<file path="config.mk">
export PLATFORM = sky130hd
export DESIGN_NAME = sync_fifo_flags
export DESIGN_NICKNAME = d
export VERILOG_FILES = /design/src/rtl/sync_fifo_flags.sv
export SDC_FILE = /design/constraint.sdc
export NUM_CORES = 1
export LEC_CHECK = 0
export ABC_CLOCK_PERIOD_IN_PS = 3500
export CAP_MARGIN = 15
export CORE_MARGIN = 4
export CORE_UTILIZATION = 35
export CTS_CLUSTER_DIAMETER = 30
export DETAILED_ROUTE_END_ITERATION = 10
export HOLD_SLACK_MARGIN = 0.1
export SLEW_MARGIN = 20
export SYNTH_ARGS = -nofsm -noshare
export SYNTH_HDL_FRONTEND = slang
export SYNTH_SLANG_ARGS = --single-unit
</file>
<file path="constraint.sdc">
create_clock -name clk -period 3.5 [get_ports clk]
set_clock_uncertainty 0.1 [all_clocks]
set_input_delay 1.05 -clock clk [delete_from_list [all_inputs] [get_ports clk]]
set_output_delay 1.05 -clock clk [all_outputs]
set_load 0.05 [all_outputs]
</file>
<file path="src/rtl/sync_fifo_flags.sv">
// Single-clock FIFO with count-derived status flags, sticky error flags
// and a choice of registered-read or first-word-fall-through output.
module sync_fifo_flags #(
  parameter int Dsize     = 8,
  parameter int Adsize    = 4,
  parameter int AFULL_TH  = (1 << Adsize) - 2,
  parameter int AEMPTY_TH = 2,
  parameter bit FWFT      = 1'b0
) (
  input  logic              clk,
  input  logic              rst,
  input  logic              clr,
  input  logic [Dsize-1:0]  w_data,
  input  logic              winc,
  input  logic              rinc,
  output logic [Dsize-1:0]  rd_data,
  output logic              rd_valid,
  output logic              wfull,
  output logic              rempty,
  output logic              almost_full,
  output logic              almost_empty,
  output logic [Adsize:0]   count,
  output logic              overflow,
  output logic              underflow
);

  localparam int DEPTH = 1 << Adsize;
  localparam logic [Adsize:0] FULL_C = (Adsize+1)'(DEPTH);
  localparam logic [Adsize:0] AF_C   = (Adsize+1)'(AFULL_TH);
  localparam logic [Adsize:0] AE_C   = (Adsize+1)'(AEMPTY_TH);

  logic [Dsize-1:0]  mem_q [DEPTH];
  logic [Adsize-1:0] wptr_q, wptr_d;
  logic [Adsize-1:0] rptr_q, rptr_d;
  logic [Adsize:0]   count_q, count_d;
  logic              ovf_q, ovf_d;
  logic              unf_q, unf_d;
  logic              wr_en, rd_en;

  assign wfull        = (count_q == FULL_C);
  assign rempty       = (count_q == '0);
  assign almost_full  = (count_q >= AF_C);
  assign almost_empty = (count_q <= AE_C);
  assign count        = count_q;
  assign overflow     = ovf_q;
  assign underflow    = unf_q;

  // A flush cycle swallows both requests
  assign wr_en = winc & ~wfull & ~clr;
  assign rd_en = rinc & ~rempty & ~clr;

  always_comb begin
    wptr_d  = wptr_q;
    rptr_d  = rptr_q;
    count_d = count_q;
    ovf_d   = ovf_q | (winc & wfull);
    unf_d   = unf_q | (rinc & rempty);
    if (clr) begin
      wptr_d  = '0;
      rptr_d  = '0;
      count_d = '0;
      ovf_d   = 1'b0;
      unf_d   = 1'b0;
    end else begin
      if (wr_en) wptr_d = wptr_q + 1'b1;
      if (rd_en) rptr_d = rptr_q + 1'b1;
      unique case ({wr_en, rd_en})
        2'b10:   count_d = count_q + 1'b1;
        2'b01:   count_d = count_q - 1'b1;
        default: count_d = count_q;
      endcase
    end
  end

  always_ff @(posedge clk) begin
    if (rst) begin
      wptr_q  <= '0;
      rptr_q  <= '0;
      count_q <= '0;
      ovf_q   <= 1'b0;
      unf_q   <= 1'b0;
    end else begin
      wptr_q  <= wptr_d;
      rptr_q  <= rptr_d;
      count_q <= count_d;
      ovf_q   <= ovf_d;
      unf_q   <= unf_d;
    end
  end

  // Storage is never reset; flags keep stale words unobservable
  always_ff @(posedge clk) begin
    if (wr_en && !rst) mem_q[wptr_q] <= w_data;
  end

  if (FWFT) begin : g_fwft
    assign rd_data  = rempty ? '0 : mem_q[rptr_q];
    assign rd_valid = ~rempty;
  end else begin : g_reg
    logic [Dsize-1:0] rd_data_q;
    logic             rd_valid_q;

    always_ff @(posedge clk) begin
      if (rst) begin
        rd_data_q  <= '0;
        rd_valid_q <= 1'b0;
      end else begin
        rd_valid_q <= rd_en;
        if (rd_en) rd_data_q <= mem_q[rptr_q];
      end
    end

    assign rd_data  = rd_data_q;
    assign rd_valid = rd_valid_q;
  end

endmodule

</file>
# [Word level (Yosys, flattened, before mapping)]
# Memory sizes are Yosys's and may differ from the RTL's. A register that Yosys moved wholly into a read port is not among the register bits.
# Cells that the tools add are included.
[classes] addsub=4 magnitude_cmp=2 eq_ne=3 mux=3 bitwise_logic=11 reduce_logical=5
[op_table] cell="$pmux W5 S2" count=1
[op_table] cell="$add A4 B1 Y4 const B" count=2
[op_table] cell="$and A1 B1 Y1" count=6
[op_table] cell="$add A5 B1 Y5 const B" count=1
[op_table] cell="$eq A5 B5 Y1 const B" count=1
[op_table] cell="$ge A5 B4 Y1 const B" count=1
[op_table] cell="$le A5 B2 Y1 const B" count=1
[op_table] cell="$logic_not A5 Y1" count=1
[op_table] cell="$sub A5 B1 Y5 const B" count=1
[op_table] cell="$not A1 Y1" count=3
[op_table] cell="$eq A2 B1 Y1 const B" count=1
[op_table] cell="$eq A2 B2 Y1 const B" count=1
[op_table] cell="$mux W1" count=2
[op_table] cell="$or A1 B1 Y1" count=2
[op_table] cell="$reduce_bool A2 Y1" count=1
[op_table] cell="$reduce_or A2 Y1" count=1
[op_table] cell="$logic_and A1 B1 Y1" count=1
[op_table] cell="$logic_not A1 Y1" count=1
[word_totals] regBits=16 ram_bits=128 in_bits=13 out_inout_bits=20 word_cells=35 n_memories=1
[memory_table] memory="mem_q" depth=16 word_bits=8 read_ports=1 rd_ports_with_merged_regs=1 write_ports=1 line="32" text="logic [Dsize-1:0] mem_q [DEPTH];"

# [Depth between registers and ports, before layout]
# Gate-level depths: netlist of run 1.
[logic_depth] depth_word=7 depth_mapped=11 depth_no_buf=11

# [Least setup slack after synthesis of run 1]
# No wires, ideal clock.
[synth_timing] path_type="register to output" startpoint="register count_q[1] (netlist: count[1])" endpoint="output almost_empty" t_arrival_ps=3083 required_time_ps=2350 setup_slack_ps=-733 path_stages_with_launch=2 path_buffers=0 cell_sequence="dfxtp_1 a2111oi_0"
[synth_via] elab_chain_len=1
[synth_lines] element="start, declared" line="35" text="logic [Adsize:0] count_q, count_d;"
[synth_lines] element="start signal, assigned" line="85" text="count_q <= count_d;"
[synth_lines] element="$le A5 B2 Y1" line="43" text="assign almost_empty = (count_q <= AE_C);"
[synth_lines] element="end, declared" line="21" text="output logic almost_empty,"
# No other way between the ends.

# [Worst setup path after layout of run 1]
# Same ends and word-level chain as after synthesis.

==> results.md, run 1 <==
- In this run the power spent charging and discharging nets is 793.1 uW.
- The synthesized net count is 404.
- Of all flip-flops after synthesis, the portion carrying an async set or reset was 0%.
- The number of levels the H-tree was split into is 4.
- The area of the die is 19690 um2.
- The number of antenna diodes in the final layout is 0.
- The final hold violation count is 0.
- The final instance count without filler cells is 680.
- Once layout is done, the placed cells without fillers occupy 7461 um2.
- Averaged over all synthesized cells, the footprint is 16.08 um2.
- In this run, CTS created clock tree buffers numbering 17.
- The library cell contributing the largest single delay on the critical path is clkdlybuf4s50_1.
- The first detailed-routing pass ran for 4 iterations.
- TritonCTS built the clock tree.
- The routed design has 12880 um of wire.
- The clock input transition at the sequential cells of the worst setup and hold paths is 0.06 ns.
- Summing every instance area after synthesis gives 6127 um2.
- The total design power is 4.004 mW.
- The critical path class is register to output pin.
- The region available for standard cell placement spans 17240 um2.
- After detailed routing, the number of remaining DRC violations is 0.
- Yosys printed 0 warnings.
- The largest fanout on the critical path is 7.
- Setup violations remaining at the end of the flow were counted as 0.
- Counting tap cells, the placed design contains a total of 648 instances.
- The final count of pins violating max slew was 0.
- The detailed placer's ending HPWL is 8670 um.
- In the global route stage, met3 resource usage came out at 2.970%.
- The vertical die dimension is 140.3 um.
- The number of setup buffers added after CTS is 0.
- The worst-margin pin slew is 0.7478 ns.
- The wire length of the first global-routing pass is 20330 um.
- The minimum setup slack after placement is -0.1383 ns.
- Once detail routing completed, the nets flagged for antenna violations numbered 0.
- The final worst setup slack is 0.2119 ns.
- The minimum period implied by the final worst setup slack is 3.288 ns.
- In this run, the clock network consumes 47.8% of the power.
- The met1 track demand over resource in global routing is 17.23%.
- The switching share of power is 19.81%.
- The worst setup path is captured at an output pin.
- Across all hold checks on the routed design, the worst slack comes to 0.3755 ns.
- For this run, global-route usage on met2 was measured as 22.86%.
- Input and output buffers added on the ports amount to 32.
- The initial cell density of the core is 35.55%.
- The type of element launching the critical path is a register.
- The sequential area share after synthesis is 70.57%.
- The run finished with clean final reports.
- The global router's overall resource usage is 13.65%.
- Entering global routing, the biggest net connects 35 pins.
- The detailed router placed 3410 vias in this run.
- The share of layout cells above drive strength 1 is 18.68%.
- The distinct cell type count after synthesis is 41.
- Counting flops with a built-in enable in the synthesized netlist gives 128.
- The area growth from synthesis to layout is 21.77%.
- The most utilized layer in the global route result is met2.
- The via count of the first global-routing pass is 3509.
- The worst slew margin relative to its limit is 50.08%.
- The final critical path takes up 93.95% of the cycle.
- The insertion delay to the later sink of the worst-skew pair is 0.42 ns.
- The final-layout setup total negative slack is 0 ns.
- The fraction of power consumed by combinational cells is 2.9%.
- The data arrival time at the worst-slack endpoint is 2.14 ns.
- The die is 140.3 um wide.
- After synthesis, the largest area contributor takes up 62.73% of total cell area.
- Counting every sink on the clock net gives 152.
- Across the VDD grid, the largest voltage drop is 0.3468 mV.
- The cell row count is 48.
- The depth of the worst hold-timing path is 2.
- The utilization of the core after routing is 43.29%.
- In this design, the stage delay of the slowest critical-path cell is 0.87 ns.
- The detailed router finished its first iteration with 245 violations.
- The number of antenna violations at the first check in global routing is 0.
- Synthesis produced 381 cells.
- The largest total area in the synthesized netlist belongs to edfxtp_1.
- In the final routed layout, each cell accounts on average for 18.94 um.
- The placed cell area is 6838 um2.
- Setup repair after global routing left no endpoint under its margin.
- The path depth of the worst reg2reg path is 12.
- The longest clock path from root to sink contains 2 buffers.
- The aggregate global routing overflow is 0.
- The leading register cell type out of synthesis is edfxtp_1.
- The power per standard cell area is 536.7 nW/um2.
- In this run, flip-flops and latches consume 49.3% of the power.
- The number of max-cap violations is 0.
- The required time reported for the critical path endpoint is 2.35 ns.
- The leakage power is 2.378 nW.
- The routability congestion estimate from global placement is 0.8150.
- The post-synthesis register bit count is 152.
- In the routed layout, each cell is associated on average with a via count of 5.015.
- The root cell of the clock tree is clkbuf_16.
- The internal power of the cells totals 3.211 mW.
- Ranked by total cell area, the synthesized netlist is headed by edfxtp_1 63%, dfxtp_1 7.8%, mux4_2 5.9%.
- For this run, the top clock speed supported by timing is 304.1 MHz.
- The number of nets in the finished design is 465.
- The min-delay analysis places its worst path in the category register to register.
- Walking the worst path, the cells encountered are buf_4, a2111oi_2, clkdlybuf4s50_1.
- The top-level port count is 33.
-- placed cells by master (no fill, tap or decap), types with 3 or more instances in the layout --
cell	count
a21oi_1	7
a311oi_1	15
buf_4	29
bufinv_16	4
clkbuf_16	17
clkdlybuf4s50_1	30
dfxtp_1	23
edfxtp_1	128
ha_1	9
inv_1	8
inv_6	4
mux2i_1	34
mux4_2	16
nand2_1	18
nand2b_1	4
nand3_1	3
nand3b_1	3
nor2_1	38
nor3_1	6
o22ai_1	14
or3_1	3
xor2_1	6
-- power by group through the flow --
stage	Sequential (mW)	Clock, mW	Combinational, mW
6_report	1.97	1.91	0.117
3_3_place_gp	2.01	0	0.115
5_1_grt	1.97	2.03	0.126
4_1_cts	1.97	1.95	0.119
3_5_place_dp	2.01	0	0.119
2_1_floorplan	2.02	0	0.0417
-- logic make-up (layout without fill, tap and decap cells) --
family,Yosys count,in the layout,share of synthesized area [%]
xor+xnor,8,8,1.144
compound gates,48,48,5.657
simple gates,83,83,6.187
flops,152,152,70.57
buf+inv,30,104,2.838
mux,50,50,11.44
fa+ha+maj,10,10,2.165
-- registers in the layout, indices dropped and copies added, names as in the netlist --
| register | cells |
|---|---|
| count | 5 |
| mem_q | 128 |
| overflow | 1 |
| rd_data | 8 |
| rd_valid | 1 |
| rptr_q | 4 |
| underflow | 1 |
| wptr_q | 4 |
-- layout make-up --
cell class                 count  area [um2]
clock buffer                  18       429.2
clock inverter                14       196.4
fill                        1481        9776
inverter                      10       37.54
multi-input combinational    199        1635
sequential                   152        4325
tap                          225       281.5
timing repair buffer          62       555.5
-- synthesized netlist by cell type (7+ instances only) --
| cell | instances |
|---|---|
| edfxtp_1 | 128 |
| nor2_1 | 38 |
| mux2i_1 | 34 |
| dfxtp_1 | 24 |
| nand2_1 | 18 |
| mux4_2 | 16 |
| a311oi_1 | 15 |
| o22ai_1 | 14 |
| ha_1 | 9 |
| inv_1 | 8 |
| a21oi_1 | 7 |
-- repair_timing --
item	CTS	global route
endpoints found under the setup margin	2	0
hold buffers	0	0
resized for setup	2	0
-- worst paths after layout --
path	to	slack, ns	startpoint
worst max-delay path	almost_empty	0.21	count[1]
worst min-delay path	underflow	0.38	underflow
worst max register to register	count[4]	0.54	count[0]
worst min register to register	underflow	0.38	underflow
-- worst max-delay path: cells and delay by family, from the launching register on --
| family | cells | cell delay [ns] |
|---|---|---|
| buf+inv | 2 | 1.03 |
| compound gates | 1 | 0.37 |
| flops | 1 | 0.31 |
-- per-layer routing --
metal / wire (um) / share of wire, % / vias to the layer above
met5: 0 / 0 / -
met4: 266 / 2.1 / 0
met3: 288 / 2.2 / 22
met2: 6650 / 52 / 46
met1: 5672 / 44 / 1734
li1: - / - / 1608
(Power assumes the default switching activity.)
==> run 2: changes to the inputs <==
ABC_CLOCK_PERIOD_IN_PS = 4200   (was 3500)
clock period = 4.2 ns   (was 3.5 ns; I/O delays follow)
==> results.md, run 2 (same netlist as run 1, synthesis figures left out) <==
- The flow ran to the end, and the final reports show no timing, DRC or antenna violations.
- The count of input and output buffers is 32.
- In this run the critical register-to-register path is captured at count[4].
- The maximum ir drop on the vdd rail is 0.2856 mV.
- After routing the design area is 7300 um2.
- The area growth from synthesis to layout is 19.13%.
- STA classifies the critical path endpoint as an output pin.
- Dividing the final minimum period by the clock period gives 90.44%.
- The wire-length estimate of the detail-placed layout is 8554 um.
- At the worst endpoint, the arrival time is 2.44 ns.
- The total core area is 17240 um2.
- The final layout contains routed wiring with a total length of 12740 um.
- The total design power is 3.151 mW.
- The average detailed-routed wire length per instance is 18.99 um.
- The setup check on the worst reg-to-reg path leaves a slack of 1.16 ns.
- The worst hold path was traced through 2 stages.
- The worst slew margin relative to its limit is 41.41%.
- The post-cts hold buffer count is 0.
- For this design the ratio of total power to cell area is 431.7 nW/um2.
- The DRC marker count from the first detailed-route iteration is 227.
- After detailed routing, the number of remaining DRC violations is 0.
- Once placement completed, the tool counted placed cells totaling 639.
- The clock tree from TritonCTS is done.
- The die outline width is 140.3 um.
- The number of flip-flops under the largest register name is 128.
- In the final layout, the multi-input gates occupy 1630 um2.
- The library cell contributing the largest single delay on the critical path is clkdlybuf4s50_1.
- On the worst path, the slowest cell contributes a delay of 0.83 ns.
- Entering global routing, the biggest net connects 42 pins.
- The die is 140.3 um tall.
- The number of gates resized after CTS was 0.
- The global router's overall resource usage is 13.40%.
- The type of the worst min-delay path is register to register.
- The most common cell after layout, fill and taps aside is edfxtp_1.
- The area occupied by registers is 4325 um2.
- Based on the critical path, the design can be clocked at up to 263.3 MHz.
- For this configuration, the core starts out at a cell density of 35.55%.
- In this run the core area contains 48 standard-cell rows.
- Global routing finished with a remaining overflow of 0.
- In this run the clock root is driven by a clkbuf_16.
- For this run, the post-layout net count is 456.
- The first global-routing pass estimated 19750 um of wire.
- The timing startpoint of the critical path is count[0].
- The worst register-to-register path has a depth of 11.
- The die covers 19690 um2.
- The number of antenna violations at the first check in global routing is 0.
- The antenna diode instance count is 0.
- The number of max-cap violations is 0.
- The number of antenna-violating nets in the routed design is 0.
- The critical path in this run is classified as register to output pin.
- The per-cell via count in the routed design is 5.039.
- The final-layout setup total negative slack is 0 ns.
- The insertion delay to the later sink of the worst-skew pair is 0.41 ns.
- The share of layout cells above drive strength 1 is 15.47%.
- After clock tree synthesis, the setup repair step added 0 buffers.
- Traced cell by cell, the critical path runs through or4_4, nor2_1, clkdlybuf4s50_1.
- Clock-pin slew was measured on the worst setup and hold paths at 0.06 ns.
- For this block, the via count after detailed routing is 3381.
- After filler insertion, the fill cell instance count of the layout stands at 1511.
- In this run the static leakage power is 2.288 nW.
- The number of clock buffers added by TritonCTS is 17.
- The maximum number of buffers from clock root to sink is 2.
- The final hold violation count is 0.
- In this run the number of H-tree levels came out at 4.
- Before antenna repair, the detailed router went through 4 iterations.
- Setup violations remaining at the end of the flow were counted as 0.
- The startpoint of the lowest-slack register-to-register path is count[0].
- The worst-margin pin slew is 0.8776 ns.
- Pin placement for this block handled 33 I/O pins.
- The largest fanout on the critical path is 7.
- The worst hold path begins at overflow.
- The type of element launching the critical path is a register.
- Cells fill 42.35% of the core in the end.
- The via count of the first global-routing pass is 3446.
- The required time reported for the critical path endpoint is 2.84 ns.
- CTS saw 152 sinks.
- Setup repair after global routing left no endpoint under its margin.
- Summing all placed instances gives a cell area of 6753 um2.
- The library cells used most frequently in the layout, excluding fill and tap cells, are 128 x edfxtp_1, 38 x nor2_1, 34 x mux2i_1, 32 x clkdlybuf4s50_1, 23 x dfxtp_1.
- The sink of the worst hold path is overflow.
- The final instance count without filler cells is 671.
- mem_q holds more flip-flops than any other register.
- The routability congestion estimate from global placement is 0.8085.
- The minimum period implied by the final worst setup slack is 3.799 ns.
- The final count of pins violating max slew is 0.
[run 2: cell count changes in the layout (fill, tap and decap cells not counted), moves of 3 or more]
| cell | previous run | this run |
|---|---|---|
| buf_4 | 29 | 21 |
| inv_6 | 4 | 0 |
| clkbuf_1 | 1 | 4 |
| clkinv_1 | 1 | 4 |
[run 2: where the power goes]
part / switching, mW / internal [mW] / total, mW / leakage (nW)
Clock: 0.550 / 0.862 / 1.41 / 0.265
Combinational: 0.0586 / 0.0332 / 0.0918 / 0.677
Sequential: 0.00572 / 1.64 / 1.65 / 1.35
Total: 0.615 / 2.54 / 3.15 / 2.29
[run 2: per-stage QoR]
step / setup WS (ns) / hold slack [ns]
floorplan: 0.4182 / 0.4396
global placement: 0.3955 / 0.3735
detailed placement: 0.1889 / 0.3667
CTS: 0.4014 / 0.3865
global route: 0.3556 / 0.4234
finish: 0.4014 / 0.3795
[run 2: worst max path at each step]
| stage | cells after the start | slack, ns | to |
|---|---|---|---|
| floorplan | 1 | 0.42 | almost_empty |
| global placement | 11 | 0.40 | count[4] |
| detailed placement | 11 | 0.19 | count[4] |
| CTS | 3 | 0.40 | rempty |
| global route | 3 | 0.36 | rempty |
| finish | 3 | 0.40 | rempty |
[run 2: critical path: cells and delay by family, from the launching register on]
kind                   cells  cell delay, ns
buffers and inverters      1            0.83
and+or+nand+nor            2            0.78
DFF                        1            0.41
[run 2: metal layers]
layer	up-vias	routed length (um)	GRT usage [%]
met5	-	0	0
met4	0	246	5.966
met3	14	355	3.039
met2	62	6469	22.18
met1	1719	5669	16.84
li1	1586	-	-
[run 2: area by class of cell]
cell class / instances / share of cell area (%)
clock buffer: 21 / 6.034
clock inverter: 11 / 1.457
inverter: 10 / 0.5142
multi-input combinational: 199 / 22.33
sequential: 152 / 59.26
tap: 225 / 3.857
timing repair buffer: 53 / 6.548
